`config.mk`:
```
export PLATFORM = sky130hd
export DESIGN_NAME = pipe_seq_ctrl_flat
export DESIGN_NICKNAME = d
export VERILOG_FILES = /design/src/rtl/pipe_seq_ctrl_if.sv /design/src/rtl/pipe_seq_ctrl.sv /design/src/flat_wrapper.sv
export SDC_FILE = /design/constraint.sdc
export NUM_CORES = 1
export LEC_CHECK = 0
export ABC_CLOCK_PERIOD_IN_PS = 2200
export BUFFER_PORTS_ARGS = -buffer_cell sky130_fd_sc_hd__clkbuf_2
export CAP_MARGIN = 10
export CELL_PAD_IN_SITES_DETAIL_PLACEMENT = 1
export CELL_PAD_IN_SITES_GLOBAL_PLACEMENT = 2
export CORE_ASPECT_RATIO = 0.6
export CORE_MARGIN = 2
export CORE_UTILIZATION = 22
export CTS_CLUSTER_DIAMETER = 50
export DETAILED_ROUTE_END_ITERATION = 6
export GPL_ROUTABILITY_DRIVEN = 1
export PLACE_DENSITY = 0.84
export SLEW_MARGIN = 20
export SYNTH_ARGS = -nofsm -noshare
export SYNTH_HDL_FRONTEND = slang
export SYNTH_SLANG_ARGS = --single-unit
```
`constraint.sdc`:
```
create_clock -name clk -period 2.2 [get_ports clk]
set_input_delay 0.44 -clock clk [delete_from_list [all_inputs] [get_ports clk]]
set_output_delay 0.44 -clock clk [all_outputs]
set_load 0.005 [all_outputs]
```
`src/rtl/pipe_seq_ctrl_if.sv`:
```
// Pipeline <-> trap/MRET sequencer signal bundle.
// master = pipeline/CSR side, slave = pipe_seq_ctrl. dbg_state exposes the FSM state.
interface pipe_seq_ctrl_if;
   logic       irq_req;
   logic       mie_en;
   logic       is_mretMW;
   logic       mem_busy;
   logic       reg_wrMW;
   logic [1:0] wb_selMW;
   logic [4:0] rdMW;
   logic [4:0] rs1F;
   logic [4:0] rs2F;
   logic       Stall_F;
   logic       Stall_MW;
   logic       Flush_MW;
   logic       trap_take;
   logic       mret_take;
   logic [1:0] pc_sel;
   logic [7:0] irq_cnt;
   logic [1:0] dbg_state;

   modport master (
      output irq_req, mie_en, is_mretMW, mem_busy, reg_wrMW, wb_selMW, rdMW, rs1F, rs2F,
      input  Stall_F, Stall_MW, Flush_MW, trap_take, mret_take, pc_sel, irq_cnt, dbg_state
   );

   modport slave (
      input  irq_req, mie_en, is_mretMW, mem_busy, reg_wrMW, wb_selMW, rdMW, rs1F, rs2F,
      output Stall_F, Stall_MW, Flush_MW, trap_take, mret_take, pc_sel, irq_cnt, dbg_state
   );
endinterface

```
`src/rtl/pipe_seq_ctrl.sv`:
```
// Interrupt/MRET sequencer for a two-stage (F, MW) pipeline: drains memory, takes traps, counts them.
// Optional macro LOAD_USE_STALL_EN adds load-use hazard stall/bubble generation.
module pipe_seq_ctrl (
   input  logic           clk,
   input  logic           rst,
   pipe_seq_ctrl_if.slave bus
);
   typedef enum logic [1:0] {
      IDLE  = 2'd0,
      DRAIN = 2'd1,
      TRAP  = 2'd2,
      MRET  = 2'd3
   } state_t;

   localparam logic [1:0] PC_SEQ   = 2'b00;
   localparam logic [1:0] PC_MTVEC = 2'b01;
   localparam logic [1:0] PC_MEPC  = 2'b10;

   state_t     state;
   logic       trap_q;
   logic       mret_q;
   logic       flush_q;
   logic [1:0] pc_sel_q;
   logic [7:0] cnt_q;
   logic [7:0] cnt_inc;
   logic       irq_pend;
   logic       busy_stall;
   logic       lu_stall;

   assign irq_pend   = bus.irq_req & bus.mie_en;
   assign cnt_inc    = (cnt_q == 8'hFF) ? cnt_q : cnt_q + 8'd1;
   assign busy_stall = ~rst & bus.mem_busy & ((state == IDLE) | (state == DRAIN));

`ifdef LOAD_USE_STALL_EN
   // Only in a quiet IDLE cycle: a pending trap/MRET wins, and a busy MW must hold rather than bubble.
   assign lu_stall = ~rst & (state == IDLE) & ~bus.is_mretMW & ~irq_pend & ~bus.mem_busy &
                     bus.reg_wrMW & (bus.wb_selMW == 2'b10) & (bus.rdMW != 5'd0) &
                     ((bus.rdMW == bus.rs1F) | (bus.rdMW == bus.rs2F));
`else
   logic unused_lu;
   assign unused_lu = ^{bus.reg_wrMW, bus.wb_selMW, bus.rdMW, bus.rs1F, bus.rs2F};
   assign lu_stall  = 1'b0;
`endif

   // Pulse outputs are registered alongside the state, so they are high exactly in TRAP/MRET.
   always_ff @(posedge clk) begin
      if (rst) begin
         state    <= IDLE;
         cnt_q    <= 8'h00;
         trap_q   <= 1'b0;
         mret_q   <= 1'b0;
         flush_q  <= 1'b0;
         pc_sel_q <= PC_SEQ;
      end else begin
         trap_q   <= 1'b0;
         mret_q   <= 1'b0;
         flush_q  <= 1'b0;
         pc_sel_q <= PC_SEQ;
         case (state)
            IDLE: begin
               if (bus.is_mretMW) begin
                  state    <= MRET;
                  mret_q   <= 1'b1;
                  flush_q  <= 1'b1;
                  pc_sel_q <= PC_MEPC;
               end else if (irq_pend) begin
                  if (bus.mem_busy) begin
                     state <= DRAIN;
                  end else begin
                     state    <= TRAP;
                     trap_q   <= 1'b1;
                     flush_q  <= 1'b1;
                     pc_sel_q <= PC_MTVEC;
                     cnt_q    <= cnt_inc;
                  end
               end
            end
            DRAIN: begin
               // Committed: irq_req may drop, the trap is still taken once memory is free.
               if (!bus.mem_busy) begin
                  state    <= TRAP;
                  trap_q   <= 1'b1;
                  flush_q  <= 1'b1;
                  pc_sel_q <= PC_MTVEC;
                  cnt_q    <= cnt_inc;
               end
            end
            TRAP:    state <= IDLE;
            MRET:    state <= IDLE;
            default: state <= IDLE;
         endcase
      end
   end

   assign bus.Stall_F   = busy_stall | lu_stall;
   assign bus.Stall_MW  = busy_stall;
   assign bus.Flush_MW  = ~rst & (flush_q | lu_stall);
   assign bus.trap_take = ~rst & trap_q;
   assign bus.mret_take = ~rst & mret_q;
   assign bus.pc_sel    = rst ? PC_SEQ : pc_sel_q;
   assign bus.irq_cnt   = rst ? 8'h00 : cnt_q;
   assign bus.dbg_state = rst ? IDLE : state;
endmodule

```
`src/flat_wrapper.sv`:
```
// flat-port wrapper written by rule: the top's interface ports become plain ports
module pipe_seq_ctrl_flat 
  (clk, rst, bus_irq_req, bus_mie_en, bus_is_mretMW, bus_mem_busy, bus_reg_wrMW, bus_wb_selMW, bus_rdMW, bus_rs1F, bus_rs2F, bus_Stall_F, bus_Stall_MW, bus_Flush_MW, bus_trap_take, bus_mret_take, bus_pc_sel, bus_irq_cnt, bus_dbg_state);
  pipe_seq_ctrl_if bus_i ();
  input  logic clk;
  input  logic rst;
  input wire logic [$bits(bus_i.irq_req)-1:0] bus_irq_req;
  input wire logic [$bits(bus_i.mie_en)-1:0] bus_mie_en;
  input wire logic [$bits(bus_i.is_mretMW)-1:0] bus_is_mretMW;
  input wire logic [$bits(bus_i.mem_busy)-1:0] bus_mem_busy;
  input wire logic [$bits(bus_i.reg_wrMW)-1:0] bus_reg_wrMW;
  input wire logic [$bits(bus_i.wb_selMW)-1:0] bus_wb_selMW;
  input wire logic [$bits(bus_i.rdMW)-1:0] bus_rdMW;
  input wire logic [$bits(bus_i.rs1F)-1:0] bus_rs1F;
  input wire logic [$bits(bus_i.rs2F)-1:0] bus_rs2F;
  output wire logic [$bits(bus_i.Stall_F)-1:0] bus_Stall_F;
  output wire logic [$bits(bus_i.Stall_MW)-1:0] bus_Stall_MW;
  output wire logic [$bits(bus_i.Flush_MW)-1:0] bus_Flush_MW;
  output wire logic [$bits(bus_i.trap_take)-1:0] bus_trap_take;
  output wire logic [$bits(bus_i.mret_take)-1:0] bus_mret_take;
  output wire logic [$bits(bus_i.pc_sel)-1:0] bus_pc_sel;
  output wire logic [$bits(bus_i.irq_cnt)-1:0] bus_irq_cnt;
  output wire logic [$bits(bus_i.dbg_state)-1:0] bus_dbg_state;
  assign bus_i.irq_req = bus_irq_req;
  assign bus_i.mie_en = bus_mie_en;
  assign bus_i.is_mretMW = bus_is_mretMW;
  assign bus_i.mem_busy = bus_mem_busy;
  assign bus_i.reg_wrMW = bus_reg_wrMW;
  assign bus_i.wb_selMW = bus_wb_selMW;
  assign bus_i.rdMW = bus_rdMW;
  assign bus_i.rs1F = bus_rs1F;
  assign bus_i.rs2F = bus_rs2F;
  assign bus_Stall_F = bus_i.Stall_F;
  assign bus_Stall_MW = bus_i.Stall_MW;
  assign bus_Flush_MW = bus_i.Flush_MW;
  assign bus_trap_take = bus_i.trap_take;
  assign bus_mret_take = bus_i.mret_take;
  assign bus_pc_sel = bus_i.pc_sel;
  assign bus_irq_cnt = bus_i.irq_cnt;
  assign bus_dbg_state = bus_i.dbg_state;
  pipe_seq_ctrl u_core (.clk(clk), .rst(rst), .bus(bus_i));
endmodule
```
==> results of run 1 <==
==> metal layers <==
layer	wire length [um]	vias to the layer above
met2	864	14
met3	96	2
li1	-	342
met4	12	0
met1	843	329
met5	0	-
==> final cells by class <==
class	count	area share [%]
Clock buffer	4	6.10
Timing Repair Buffer	24	13.9
Multi-Input combinational cell	59	41.5
Sequential cell	14	31.1
Inverter	4	1.66
Tap cell	42	5.83
==> cell usage after synthesis, drive strengths merged <==
master,n
nor2b,15
dfxtp,14
a21oi,5
nor2,5
buf,4
inv,4
nor3,4
o21ai,4
o41ai,4
clkbuf,3
nor4,3
and3,2
mux2,2
nand2,2
nand3,2
nor3b,2
o31ai,2
or3,2
or4,2
a31oi,1
ha,1
nand4,1
==> power by group <==
group,internal (mW),switching [mW]
clock network,0.158,0.0935
registers,0.263,0.00676
logic,0.0264,0.0350
==> sequential cells by signal (all words and copies together) (netlist names) <==
register,flops
u_core.cnt_q,8
u_core.flush_q,1
u_core.mret_q,1
u_core.pc_sel_q,2
u_core.state,2
==> worst max-delay path: cells and delay by family (launching register included) <==
| family | cells | cell delay, ps |
|---|---|---|
| AND/OR/NAND/NOR | 2 | 870 |
| flip-flops | 1 | 440 |
| multiplexers | 1 | 360 |
| AO/OA/AOI/OAI | 1 | 80 |
==> through the flow <==
| stage | util, % | hold slack, ps | cells | instance area [um2] | worst slack [ps] |
|---|---|---|---|---|---|
| after floorplan | - | 451 | 84 | 711 | 487 |
| after global placement | 28.6 | 469 | 143 | 847 | 240 |
| after detailed placement | 28.6 | 500 | 143 | 847 | 219 |
| after CTS | 30.4 | 432 | 147 | 902 | 336 |
| after global routing | 30.4 | 430 | 147 | 902 | 236 |
| final | 30.4 | 436 | 147 | 902 | 327 |
==> kinds of logic after synthesis <==
family	after synthesis	share of synthesized area, %
and+or+nand+nor	40	32.9
AOI/OAI and AO/OA	16	14.8
DFF	14	39.4
buffers and inverters	11	7.92
muxes	2	3.17
adders and majority gates	1	1.76
==> how the worst max path moves through the flow <==
stage	from	to	slack, ps	cells after the start
after global routing	u_core.state[0]$_SDFFE_PP0P_	u_core.cnt_q[5]$_SDFFE_PP0P_	240	4
after detailed placement	bus_is_mretMW	u_core.cnt_q[5]$_SDFFE_PP0P_	220	5
after CTS	u_core.state[0]$_SDFFE_PP0P_	u_core.cnt_q[5]$_SDFFE_PP0P_	340	4
after global placement	bus_is_mretMW	u_core.cnt_q[5]$_SDFFE_PP0P_	240	5
after floorplan	rst	bus_Stall_MW	490	4
final	u_core.state[0]$_SDFFE_PP0P_	u_core.cnt_q[5]$_SDFFE_PP0P_	330	4
==> impl_metrics.yaml, run 1 <==
clock_network:
  cts_resized: 0
  ctsRootBufferMaster: "clkbuf_8"
  numCtsBuffers: 3
  clock_latency_ps: 240
  cts_tree: "done"
  cts_max_level: 1
  post-cts-setup-buffers: 0
  ctsHoldBuffers: 0
  cts_sinks: 14
  path_clk_slew_ps: 60
  clockBufferDepth: 2
sta:
  slew_headroom_pct: 69.3
  finClkSkew_ps: 0.700
  finalSetupViolations: 0
  fmax_mhz: 534
  finalCritPeriodShare_pct: 85.1
  tns_ps: 0
  worst_pin_slew_ps: 460
  rsz0062_at_grt: "false"
  period_needed_ps: 1870
  finalMaxSlewViolations: 0
  hold_viol_final: 0
place:
  io_buffers: 22
  routabilityCongestion: 0.690
  dp_hpwl_mm: 1.39
yosys:
  synth_cell_types: 24
  syn_area_um2: 711
  ys_seq_area_share_pct: 39.4
  synth.top_cell.area_share_pct: 39.4
  synth_area_per_cell_um2: 8.46
  synthCells: 84
  yosysWarnings: 0
  synth_fp_nets: 109
  yosysTopAreaCell: "dfxtp_1"
  ys_ff_latch: 14
  synth.area.top_cells: "dfxtp_1, nor2b_1, o41ai_1"
die:
  start_util_pct: 24.0
  core_um2: 2970
  die_area_um2: 3720
  core.rowCount: 15
  die_h_um: 48.0
  ios: 41
  die_w_um: 77.4
drt:
  wl_per_cell_um: 12.4
  routed_wirelength_mm: 1.82
  vias: 687
  vias_per_cell: 4.67
  drt_first_pass_iters: 4
  ant_nets: 0
  drt_iter0_markers: 31
  drc_errors: 0
final_layout:
  syn2layout_area_growth_pct: 26.9
  ff_latch_area_um2: 280
  fillCellCount: 377
  final_cell_mix: "clkbuf_2, nor2b_1, dfxtp_1"
  drive_above_1_share_pct: 30.5
  antennaDiodeCount: 0
  multiInputGateArea_um2: 374
  final_common_cell: "clkbuf_2"
  nNetsFinal: 131
worst_setup_path:
  worst_r2r_endpoint: "u_core.cnt_q[5]$_SDFFE_PP0P_"
  cp-start-kind: "flop"
  cpMaxStageDelayCell: "or4_4"
  r2r-start: "u_core.state[0]$_SDFFE_PP0P_"
  cp.arrival_ps: 2010
  crit_path_max_fanout: 14
  end_kind: "flop"
  slowest_delay_ps: 580
  path_class: "flop to flop"
  cp.required_ps: 2330
  worstPathCellList: "a21oi_2, or4_4, nor3_1, mux2_2"
  timing.reg2reg.setup_slack_ps: 330
  ff2ff_path_depth: 4
global_route:
  grtUsageMet1_pct: 13.2
  met3_usage_pct: 4.34
  grt-ovfl-total: 0
  first_global_vias: 618
  antenna_found_initial: 0
  grt_busiest_layer: "met2"
  grtUsageMet2_pct: 16.7
  grt_max_degree: 25
  grt_pass1_wl_mm: 2.89
  grt.total_usage_pct: 10.3
run:
  maxCapViolCount: 0
pwr:
  power.total_mw: 0.583
  vdd_drop_max_mv: 0.172
  power.density_nw_per_um2: 647
  power_leakage_nw: 0.373
worst_hold_path:
  holdPathStages: 2
  min_from: "bus_mem_busy"
  hold_class: "input port to flop"
  whs_endpoint: "u_core.pc_sel_q[0]$_SDFF_PP0_"
status:
  outcome: "completed"
No activity file was read; power rests on OpenSTA's default activity.
==> inputs of run 2 (changes only) <==
--- a/config.mk
+++ b/config.mk
@@ -5,6 +5,7 @@
 export SDC_FILE = /design/constraint.sdc
 export NUM_CORES = 1
 export LEC_CHECK = 0
+export ABC_AREA = 1
 export ABC_CLOCK_PERIOD_IN_PS = 2200
 export BUFFER_PORTS_ARGS = -buffer_cell sky130_fd_sc_hd__clkbuf_2
 export CAP_MARGIN = 10
@@ -16,7 +17,7 @@
 export CTS_CLUSTER_DIAMETER = 50
 export DETAILED_ROUTE_END_ITERATION = 6
 export GPL_ROUTABILITY_DRIVEN = 1
-export PLACE_DENSITY = 0.84
+export PLACE_DENSITY = 0.8
 export SLEW_MARGIN = 20
 export SYNTH_ARGS = -nofsm -noshare
 export SYNTH_HDL_FRONTEND = slang
==> impl_metrics.yaml, run 2 <==
status:
  outcome: "completed"
die:
  die_area_um2: 4420
  ios: 41
  start_util_pct: 23.1
  core.rowCount: 17
  core_um2: 3700
  die_h_um: 52.3
  die_w_um: 84.5
worst_setup_path:
  cp_top_family: "buffers and inverters"
  crit_path_max_fanout: 20
  cpMaxStageDelayCell: "clkbuf_2"
  path_class: "input port to primary output"
  slowest_delay_ps: 350
  cp-startpoint: "rst"
  r2r-start: "u_core.cnt_q[1]$_SDFFE_PP0P_"
  crit_buf_inv: 3
  cp-start-kind: "input port"
  worstPathCellList: "clkbuf_2, clkinv_1, nand2_1, nor2_1, clkbuf_2"
  worst_r2r_endpoint: "u_core.cnt_q[2]$_SDFFE_PP0P_"
  cp.required_ps: 1760
  timing.critical_path.mode_cell: "clkbuf_2"
  end_kind: "primary output"
  ff2ff_path_depth: 7
  cp.arrival_ps: 1210
  crit_path_end: "bus_Stall_MW"
  timing.reg2reg.setup_slack_ps: 860
  worst-path-stages: 5
drt:
  drc_errors: 0
  vias: 835
  ant_nets: 0
  drt_iter0_markers: 10
  wl_per_cell_um: 11.4
  vias_per_cell: 4.20
  drt_first_pass_iters: 3
  routed_wirelength_mm: 2.27
place:
  place_area_um2: 1010
  dp_hpwl_mm: 1.80
  io_buffers: 22
  routabilityCongestion: 0.854
final_layout:
  largest_registers: "u_core.cnt_q (8), u_core.pc_sel_q (2), u_core.state (2)"
  top_register: "u_core.cnt_q"
  final_common_cell: "nor2_1"
  utilization_pct: 28.7
  fin_area_um2: 1060
  final_cell_mix: "nor2_1, clkbuf_2, nand2_1"
  nNetsFinal: 178
  antennaDiodeCount: 0
  drive_above_1_share_pct: 30.3
  syn2layout_area_growth_pct: 24.3
  largest_reg_flops: 8
yosys:
  ys_seq_area_share_pct: 32.7
  synth_cell_types: 23
  async_reset_ff_share_pct: 0
  synthCells: 129
  ys_ff_latch: 14
  synth_fp_nets: 154
  syn_area_um2: 856
  synth.area.top_cells: "dfxtp_1, nor2_1, nand2_1"
  yosysTopAreaCell: "dfxtp_1"
  synth.top_cell.area_share_pct: 32.7
  synth_edf_count: 0
  yosys_most_used_dff: "dfxtp_1"
  yosysWarnings: 0
  synth_area_per_cell_um2: 6.63
  post-synth-top-count-cell: "nor2_1"
  synthTopCellsByCount: "nor2_1, nand2_1, inv_1, dfxtp_1, nand3_1"
clock_network:
  ctsRootBufferMaster: "clkbuf_8"
  post-cts-setup-buffers: 0
  path_clk_slew_ps: 60
  numCtsBuffers: 3
  clock_latency_ps: 250
  ctsHoldBuffers: 0
  clockBufferDepth: 2
  cts_tree: "done"
  cts_sinks: 14
  cts_resized: 0
  cts_max_level: 1
global_route:
  antenna_found_initial: 0
  grt_busiest_layer: "met2"
  grt.total_usage_pct: 11.9
  grt_pass1_wl_mm: 4.02
  first_global_vias: 850
  grt_max_degree: 21
  met3_usage_pct: 3.94
  grt-ovfl-total: 0
  grtUsageMet2_pct: 19.8
  grtUsageMet1_pct: 14.6
pwr:
  power.density_nw_per_um2: 620
  vdd_drop_max_mv: 0.204
  power_leakage_nw: 0.534
worst_hold_path:
  hold_class: "input port to flop"
sta:
  rsz0062_at_grt: "false"
  finalSetupViolations: 0
  slew_headroom_pct: 71.1
  finClkSkew_ps: 2.19
  finalMaxSlewViolations: 0
  finalCritPeriodShare_pct: 75.1
  tns_ps: 0
  fmax_mhz: 605
  hold_viol_final: 0
  worst_pin_slew_ps: 434
  period_needed_ps: 1650
run:
  maxCapViolCount: 0
## run 2: cell count changes after synthesis, sizes merged, moves of 3 or more
cell / delta
a21oi: +3
o21ai: -3
o41ai: -4
nand2: +24
nor3: -3
nor2: +33
nor2b: -15
clkbuf: -3
nand3: +9
inv: +18
nor4: -3
## run 2: cell type report
cell class	instances	area [um2]
fill	490	2640
multi-input combinational	88	465
sequential	14	280
timing repair buffer	23	118
inverter	23	86.3
tap	47	58.8
clock buffer	4	55.1
## run 2: layer usage
layer / part of all wire [%] / wire, um
met1: 49 / 1110
met2: 43 / 987
met3: 5.9 / 135
met4: 1.5 / 33
met5: 0 / 0
## run 2: worst min-delay path: cells and delay by family
family / cells / cell delay [ps]
buffers and inverters: 1 / 120
AND/OR/NAND/NOR: 2 / 170
## run 2: report_power, final
part | internal (mW) | total [mW] | switching (mW)
clock | 0.159 | 0.255 | 0.0967
sequential | 0.269 | 0.283 | 0.0139
combinational | 0.0424 | 0.121 | 0.0789
## run 2: worst min path at each step
stage / start / end / slack [ps] / cells after the start
floorplan: u_core.cnt_q[7]$_SDFFE_PP0P_ / u_core.cnt_q[7]$_SDFFE_PP0P_ / 500 / 2
global placement: u_core.cnt_q[7]$_SDFFE_PP0P_ / u_core.cnt_q[7]$_SDFFE_PP0P_ / 520 / 2
detailed placement: u_core.cnt_q[7]$_SDFFE_PP0P_ / u_core.cnt_q[7]$_SDFFE_PP0P_ / 530 / 2
CTS: bus_is_mretMW / u_core.mret_q$_SDFF_PP0_ / 530 / 3
global route: bus_is_mretMW / u_core.mret_q$_SDFF_PP0_ / 560 / 3
finish: bus_is_mretMW / u_core.mret_q$_SDFF_PP0_ / 530 / 3
## run 2: cell families (layout without fill, tap and decap cells)
group           Yosys count  in the layout  synth area share (%)
fa+ha+maj                 1              1                  1.46
xor+xnor                  1              1                  1.02
simple gates             77             77                  45.3
flops                    14             14                  32.7
compound gates            9              9                  6.58
buf+inv                  27             50                  12.9
## run 2: through the flow
stage	power, mW	worst slack (ps)	instances	hold WS [ps]
after floorplan	0.372	625	129	496
after global placement	0.404	584	195	520
after detailed placement	0.412	528	195	529
after CTS	0.674	507	199	533
after global routing	0.705	417	199	556
final	0.660	548	199	528
